**src/rtl/otter_iobus_responder.sv**
```systemverilog
// otter_iobus_responder
// Responding end of the OTTER_MCU IOBUS. It decodes IOBUS_ADDR, IOBUS_WR and
// IOBUS_OUT against a fixed register window at BASE_ADDR and returns read
// data combinationally on IOBUS_IN.
//
// Registers (byte offset from BASE_ADDR):
//   +0x00 SW     read-only, synchronised switches (zero-extended)
//   +0x20 LED    read/write LED register
//   +0x40 TCNT   read/write timer counter
//   +0x44 TCMP   read/write timer compare value (0 never matches)
//   +0x48 TCTRL  bit0 EN (r/w), bit1 PEND (read, write-1-to-clear)
//   +0x60 TXD    write pushes IOBUS_OUT[7:0] into the TX FIFO, reads 0
//   +0x64 TXSTAT {count[23:16], OVF[2], FULL[1], EMPTY[0]}, write bit2=1 clears OVF
//
// Ports:
//   CLK, RESET_N              clock, asynchronous active-low reset
//   IOBUS_ADDR/OUT/WR         MCU address, write data, write strobe
//   IOBUS_IN                  read data back to the MCU
//   SWITCHES / LEDS           board switches in, LED register out
//   INTR                      timer interrupt level (equals PEND)
//   TX_DATA/TX_VALID/TX_READY FIFO head byte stream with valid/ready handshake

module otter_iobus_responder #(
    parameter logic [31:0] BASE_ADDR  = 32'h1100_0000,
    parameter int          FIFO_DEPTH = 8,
    parameter int          SW_WIDTH   = 16,
    parameter int          LED_WIDTH  = 16
) (
    input  logic                 CLK,
    input  logic                 RESET_N,
    input  logic [31:0]          IOBUS_ADDR,
    input  logic [31:0]          IOBUS_OUT,
    input  logic                 IOBUS_WR,
    output logic [31:0]          IOBUS_IN,
    input  logic [SW_WIDTH-1:0]  SWITCHES,
    output logic [LED_WIDTH-1:0] LEDS,
    output logic                 INTR,
    output logic [7:0]           TX_DATA,
    output logic                 TX_VALID,
    input  logic                 TX_READY
);

    localparam int PTR_W = $clog2(FIFO_DEPTH);
    localparam int CNT_W = PTR_W + 1;

    localparam logic [31:0] ADDR_SW     = BASE_ADDR + 32'h00;
    localparam logic [31:0] ADDR_LED    = BASE_ADDR + 32'h20;
    localparam logic [31:0] ADDR_TCNT   = BASE_ADDR + 32'h40;
    localparam logic [31:0] ADDR_TCMP   = BASE_ADDR + 32'h44;
    localparam logic [31:0] ADDR_TCTRL  = BASE_ADDR + 32'h48;
    localparam logic [31:0] ADDR_TXD    = BASE_ADDR + 32'h60;
    localparam logic [31:0] ADDR_TXSTAT = BASE_ADDR + 32'h64;

    logic [SW_WIDTH-1:0]  sw_meta;
    logic [SW_WIDTH-1:0]  sw_sync;
    logic [LED_WIDTH-1:0] led_reg;
    logic [31:0]          tcnt;
    logic [31:0]          tcmp;
    logic                 tmr_en;
    logic                 tmr_pend;

    logic [7:0]           fifo_mem [FIFO_DEPTH];
    logic [PTR_W-1:0]     head_ptr;
    logic [PTR_W-1:0]     tail_ptr;
    logic [CNT_W-1:0]     fifo_count;
    logic                 fifo_ovf;

    logic wr_led, wr_tcnt, wr_tcmp, wr_tctrl, wr_txd, wr_txstat;
    logic fifo_full, fifo_empty;
    logic do_pop, do_push, push_dropped;
    logic tmr_match;

    // Write strobes: full 32-bit compare, so aliases of the window are ignored.
    assign wr_led    = IOBUS_WR && (IOBUS_ADDR == ADDR_LED);
    assign wr_tcnt   = IOBUS_WR && (IOBUS_ADDR == ADDR_TCNT);
    assign wr_tcmp   = IOBUS_WR && (IOBUS_ADDR == ADDR_TCMP);
    assign wr_tctrl  = IOBUS_WR && (IOBUS_ADDR == ADDR_TCTRL);
    assign wr_txd    = IOBUS_WR && (IOBUS_ADDR == ADDR_TXD);
    assign wr_txstat = IOBUS_WR && (IOBUS_ADDR == ADDR_TXSTAT);

    assign fifo_full  = (fifo_count == CNT_W'(FIFO_DEPTH));
    assign fifo_empty = (fifo_count == '0);

    // A pop frees a slot in the same edge, so a push into a full FIFO is
    // still accepted when the head is being consumed.
    assign do_pop       = !fifo_empty && TX_READY;
    assign do_push      = wr_txd && (!fifo_full || do_pop);
    assign push_dropped = wr_txd && fifo_full && !do_pop;

    assign tmr_match = tmr_en && (tcmp != 32'h0) && (tcnt == tcmp);

    assign LEDS     = led_reg;
    assign INTR     = tmr_pend;
    assign TX_VALID = !fifo_empty;
    assign TX_DATA  = fifo_empty ? 8'h00 : fifo_mem[head_ptr];

    // Two-flop synchroniser for the asynchronous board switches.
    always_ff @(posedge CLK or negedge RESET_N) begin
        if (!RESET_N) begin
            sw_meta <= '0;
            sw_sync <= '0;
        end else begin
            sw_meta <= SWITCHES;
            sw_sync <= sw_meta;
        end
    end

    // LED register.
    always_ff @(posedge CLK or negedge RESET_N) begin
        if (!RESET_N) begin
            led_reg <= '0;
        end else if (wr_led) begin
            led_reg <= IOBUS_OUT[LED_WIDTH-1:0];
        end
    end

    // Timer. A software load of TCNT beats the increment; a new match beats
    // a write-1-to-clear of PEND in the same cycle so no event is lost.
    always_ff @(posedge CLK or negedge RESET_N) begin
        if (!RESET_N) begin
            tcnt     <= 32'h0;
            tcmp     <= 32'h0;
            tmr_en   <= 1'b0;
            tmr_pend <= 1'b0;
        end else begin
            if (wr_tcnt) begin
                tcnt <= IOBUS_OUT;
            end else if (tmr_en) begin
                tcnt <= tcnt + 32'h1;
            end
            if (wr_tcmp) begin
                tcmp <= IOBUS_OUT;
            end
            if (wr_tctrl) begin
                tmr_en <= IOBUS_OUT[0];
            end
            if (tmr_match) begin
                tmr_pend <= 1'b1;
            end else if (wr_tctrl && IOBUS_OUT[1]) begin
                tmr_pend <= 1'b0;
            end
        end
    end

    // TX FIFO storage. Cleared on reset so TX_DATA never exposes stale bytes.
    always_ff @(posedge CLK or negedge RESET_N) begin
        if (!RESET_N) begin
            for (int i = 0; i < FIFO_DEPTH; i++) begin
                fifo_mem[i] <= 8'h00;
            end
        end else if (do_push) begin
            fifo_mem[tail_ptr] <= IOBUS_OUT[7:0];
        end
    end

    // TX FIFO pointers, occupancy and sticky overflow. Pointers are PTR_W
    // bits wide, so they wrap modulo FIFO_DEPTH on their own.
    always_ff @(posedge CLK or negedge RESET_N) begin
        if (!RESET_N) begin
            head_ptr   <= '0;
            tail_ptr   <= '0;
            fifo_count <= '0;
            fifo_ovf   <= 1'b0;
        end else begin
            if (do_push) begin
                tail_ptr <= tail_ptr + PTR_W'(1);
            end
            if (do_pop) begin
                head_ptr <= head_ptr + PTR_W'(1);
            end
            if (do_push && !do_pop) begin
                fifo_count <= fifo_count + CNT_W'(1);
            end else if (do_pop && !do_push) begin
                fifo_count <= fifo_count - CNT_W'(1);
            end
            if (push_dropped) begin
                fifo_ovf <= 1'b1;
            end else if (wr_txstat && IOBUS_OUT[2]) begin
                fifo_ovf <= 1'b0;
            end
        end
    end

    // Read mux: zero latency, no side effects, unmapped addresses return 0.
    always_comb begin
        IOBUS_IN = 32'h0;
        case (IOBUS_ADDR)
            ADDR_SW:     IOBUS_IN = 32'(sw_sync);
            ADDR_LED:    IOBUS_IN = 32'(led_reg);
            ADDR_TCNT:   IOBUS_IN = tcnt;
            ADDR_TCMP:   IOBUS_IN = tcmp;
            ADDR_TCTRL:  IOBUS_IN = {30'h0, tmr_pend, tmr_en};
            ADDR_TXSTAT: IOBUS_IN = {8'h00, 8'(fifo_count), 13'h0,
                                     fifo_ovf, fifo_full, fifo_empty};
            default:     IOBUS_IN = 32'h0;
        endcase
    end

endmodule

```
**config.mk**
```make
export PLATFORM = sky130hd
export DESIGN_NAME = otter_iobus_responder
export DESIGN_NICKNAME = d
export VERILOG_FILES = /design/src/rtl/otter_iobus_responder.sv
export SDC_FILE = /design/constraint.sdc
export NUM_CORES = 1
export LEC_CHECK = 0
export ABC_AREA = 0
export CAP_MARGIN = 20
export CELL_PAD_IN_SITES_DETAIL_PLACEMENT = 1
export CELL_PAD_IN_SITES_GLOBAL_PLACEMENT = 1
export CORE_MARGIN = 2
export CORE_UTILIZATION = 47
export DETAILED_ROUTE_END_ITERATION = 16
export MAX_ROUTING_LAYER = met4
export PLACE_DENSITY = 0.9
export REMOVE_ABC_BUFFERS = 1
export SLEW_MARGIN = 40
export SYNTH_ARGS = -nofsm -noshare
export SYNTH_HDL_FRONTEND = slang
export SYNTH_SLANG_ARGS = --single-unit
```
**constraint.sdc**
```tcl
create_clock -name CLK -period 9 [get_ports CLK]
set_input_delay 2.7 -clock CLK [delete_from_list [all_inputs] [get_ports CLK]]
set_output_delay 2.7 -clock CLK [all_outputs]
set_load 0.02 [all_outputs]
```
# Yosys cells after proc, flatten, opt, wreduce, memory -nomap -nowiden
# Index checks and enable logic that the tools add are counted.
# totals
word_cells,82
out_inout_bits,58
inputBits,84
ff_bits,189
# op_classes
bitwise_logic,2
eq_ne,9
muxes,16
order_cmp,3
reduce_logical,28
n_addsub,5
# op_table
operator,count
"32-bit by 29-bit equality test with 1-bit output, second input constant",7
32-bit one-hot mux with 6 select lines,1
64-bit bitwise mux,1
32-bit 2-to-1 mux,2
"32-bit by 1-bit adder with 32-bit output, second input constant",1
32-bit equality test,1
8-bit 2-to-1 mux,4
32-bit nonzero test,1
8-bit binary-select mux with 3-bit select,1
8-bit demux with 3-bit select,1
1-bit logical AND,17
"4-bit greater-or-equal comparator, second input constant",2
4-bit 2-to-1 mux,2
3-bit inverter with 4-bit output,2
2-bit nonzero test,4
"3-bit by 1-bit adder with 3-bit output, second input constant",2
"4-bit by 1-bit adder with 4-bit output, second input constant",1
"4-bit equality test, second input constant",1
1-bit zero test,4
4-bit zero test,1
"4-bit by 1-bit < comparator with 1-bit output, second input constant",1
1-bit 2-to-1 mux,4
"4-bit by 1-bit subtractor with 4-bit output, second input constant",1
1-bit logical OR,1

# Depth between registers and ports, before layout
# Gate-level depths: netlist of the first run.
# depth
depth_word,9
ltp_mapped,13
mapped_depth_nobuf,12

# Worst setup path before layout of the first run
# OpenSTA, ideal clock, no wires.
# synth_path
path_kind,input -> output
startpoint,input IOBUS_ADDR[2]
endpoint,output IOBUS_IN[3]
arrival_ns,4.366
path_buffers,2
required_time_ns,6.300
cell_stages,7
path_slack_ns,1.934
path_cell_list,nor4_1 nand2_1 nor4_1 buf_2 buf_2 nand2_1 o221ai_1
# synth_between
elab_chain_cells,2
word_cells_on_any_way,7
classes_between,eq/ne (6); mux (1)
# synth_lines
item,line_no,source
start: declaration,31,"input logic [31:0] IOBUS_ADDR,"
32-bit by 29-bit equality test with 1-bit output,187,case (IOBUS_ADDR)
32-bit one-hot mux with 6 select lines *,187,
end: declaration,34,"output logic [31:0] IOBUS_IN,"
# Every way passes the cells marked *; elsewhere a longest branch is shown, timed or not.

# Worst setup path after layout of the first run
# layout_path
startpoint,input IOBUS_ADDR[3]
endpoint,output IOBUS_IN[6]
# The elaborated chain is that of the path after synthesis.

==> results of run 1 <==
-- power breakdown --
group          leakage [nW]  internal [mW]  switching (mW)
Sequential             2.38          0.872          0.0564
Clock                 0.300          0.429           0.381
Combinational          2.25          0.116           0.114
Total                  4.94           1.42           0.551
-- final cells by class --
| type | instances | area (µm²) | area share |
|---|---|---|---|
| Sequential cell | 189 | 4730 | 0.401 |
| Multi-Input combinational cell | 530 | 4520 | 0.384 |
| Timing Repair Buffer | 156 | 1550 | 0.131 |
| Clock inverter | 14 | 175 | 0.0149 |
| Tap cell | 265 | 332 | 0.0281 |
| Clock buffer | 18 | 439 | 0.0373 |
| Inverter | 10 | 37.5 | 0.00319 |
-- cell usage in the layout (no fill, tap or decap), types with 10 or more instances in the layout --
master,Yosys,routed
nand2_1,83,83
mux4_2,16,16
a22o_1,12,12
xor2_1,31,31
clkdlybuf4s50_1,0,140
xnor2_1,40,40
clkbuf_16,0,17
nand4_1,19,19
mux2i_1,22,22
nor4_1,25,23
o21ai_0,33,33
buf_4,2,14
nand3_1,18,18
mux2_2,118,118
dfrtp_1,189,188
inv_1,10,10
o221ai_1,17,17
nor2_1,18,18
-- per-stage QoR --
step                setup WS (ps)   util  power (mW)
global placement              805  0.567        1.15
finish                        576  0.602        1.97
floorplan                     263      -        1.04
global route                  453  0.602        2.02
detailed placement            652  0.568        1.16
CTS                           599  0.600        1.97
-- state kept, by name (all words and copies together) (netlist names) --
name        cells
tcmp           32
tcnt           32
fifo_ovf        1
LEDS           16
tail_ptr        3
fifo_count      4
head_ptr        3
tmr_en          1
fifo_mem       64
sw_sync        16
sw_meta        16
INTR            1
-- cell families (layout without fill, tap and decap cells) --
family / Yosys count / count (layout) / synth area share
adder cells (fa/ha/maj): 7 / 7 / 0.0100
AO/OA/AOI/OAI: 78 / 78 / 0.0571
AND/OR/NAND/NOR: 216 / 216 / 0.137
flip-flops: 189 / 189 / 0.499
buffers and inverters: 63 / 198 / 0.0271
multiplexers: 158 / 158 / 0.204
XOR/XNOR: 71 / 71 / 0.0657
-- cells in the mapped netlist (all sizes together) (12+ instances only) --
library cell	instances
mux2	120
o21ai	33
buf	14
xnor2	40
clkbuf	39
o221ai	17
mux2i	22
nor2	19
dfrtp	189
nand2	85
xor2	31
nand4	19
mux4	16
nand3	19
nor4	35
a22o	12
-- routing by layer --
| metal | GRT usage | part of all wire | up-vias |
|---|---|---|---|
| li1 | - | - | 3103 |
| met1 | 0.398 | 0.39 | 3853 |
| met2 | 0.524 | 0.49 | 445 |
| met3 | 0.0608 | 0.070 | 147 |
| met4 | 0.163 | 0.049 | 0 |
| met5 | - | 0 | - |
-- worst paths after layout --
check	start	slack, ps	cells past startpoint	to
max in group asynchronous	RESET_N	5470	3	head_ptr[1]
hold / removal	sw_meta[10]	350	0	sw_sync[10]
setup / recovery	IOBUS_ADDR[3]	580	7	IOBUS_IN[6]
hold reg to reg	sw_meta[10]	350	0	sw_sync[10]
min in group asynchronous	RESET_N	2080	1	sw_meta[9]
setup reg to reg	fifo_count[0]	5890	11	fifo_count[3]
==> metrics, run 1 <==
status complete, no violations; die height about 150 µm; Mapped Cells 782; dominant cell type by area after synthesis dfrtp_1; PostCTS Resize Cnt 0; clock latency on the worst-skew pair approximately 460 ps; # fillers between 1500 and 2000; CP arrival 5720 ps; core area ~20000 µm²; Setup Viol. Count Final 0; remaining global-route overflow 0; max-cap violation count 0; first-pass GRT wire length 51.3 mm; Pleak 4.94 nW; placed inst area between 10000 and 15000 µm²; Fin Setup TNS 0 ps; PD cells 167 nW/µm²; Initial Utilization 0.483; # H-tree levels 4; mean post-synth cell area 12.1 µm²; initial antenna violation count 0; share of post-route cells with drive strength above 1 0.231; DRT Pass-1 Iters 6; register area share after synthesis 0.499; vias per inst 6.39; Final Cell Area 11800 µm²; antenna fix cells 0; First DRT Iteration DRCs 695; Synth top area share 0.499; Final period util 0.936; Reg clk slew, reported paths about 70 ps; Routed Antenna Nets 0; top post-synthesis cells by area dfrtp_1 50%, mux2_2 14%, mux4_2 3.8%; fmax 119 MHz; worst vdd ir about 140 µV; largest net degree at the start of global routing about 100; Rows ~50; gpl congestion 0.879; CP Capture Type output pin; main flop type after synthesis dfrtp_1; vias in the first global route 8266; Slew headroom 0.437; postcts setup bufs 0; nets 995; TritonCTS clock tree done; Syn-to-layout area delta 24.5%; Critical Path RT 6300 ps; drt total wl 33.1 mm; root buf cell clkbuf_16; synth unique cells 55; unrepaired setup endpoints after global routing no; Clock Skew roughly 10 ps; routed via count 7548; Post-DP HPWL 20.8 mm; Post-synth EDFFs 0; placed instance count approximately 1100; CP Max Fanout 9; Port Buf Inserts around 140; Final Hold Fails 0; Clock Path Buffers 2; delay-heaviest family, CP buffers and inverters; wire per inst 28.0 µm; Worst Max-Slew Pin Slew 838 ps; CP Class primary input to output pin; WHS 353 ps; most used cell, CP clkdlybuf4s50_1; Cell Count, Final, Fillers Out approximately 1200; register bit count reported by yosys 189; CP max-delay cell clkdlybuf4s50_1; gr usage total 0.326; die area 21300 µm²; Worst path max stage delay 660 ps; CTS sink cnt 189; startpoint class of the critical path primary input; HP Class flop to flop; Slew Viols, Final 0; post-synthesis async set-or-reset flop share 1.00; cell area after synthesis 9470 µm²; hold buffers post-CTS 0; yosys warns 0; critical path, cell by cell clkdlybuf4s50_1, or4_4, nor4_4, nand3_2, buf_4, o221ai_1, clkdlybuf4s50_1; DR DRC count 0; CTS Buf Count 17; minimum clock period after layout roughly 8400 ps; IO Count 142; CP bufs+invs 3; Die W 146 µm
Power figures use the tool's default switching activity.
==> run 2: changes to the inputs <==
--- a/config.mk
+++ b/config.mk
@@ -15,6 +15,7 @@
 export MAX_ROUTING_LAYER = met4
 export PLACE_DENSITY = 0.9
 export REMOVE_ABC_BUFFERS = 1
+export SKIP_CTS_REPAIR_TIMING = 1
 export SLEW_MARGIN = 40
 export SYNTH_ARGS = -nofsm -noshare
 export SYNTH_HDL_FRONTEND = slang
==> results of run 2 <==
Same layout as run 1: the final DEF is identical, and so are final timing and power.
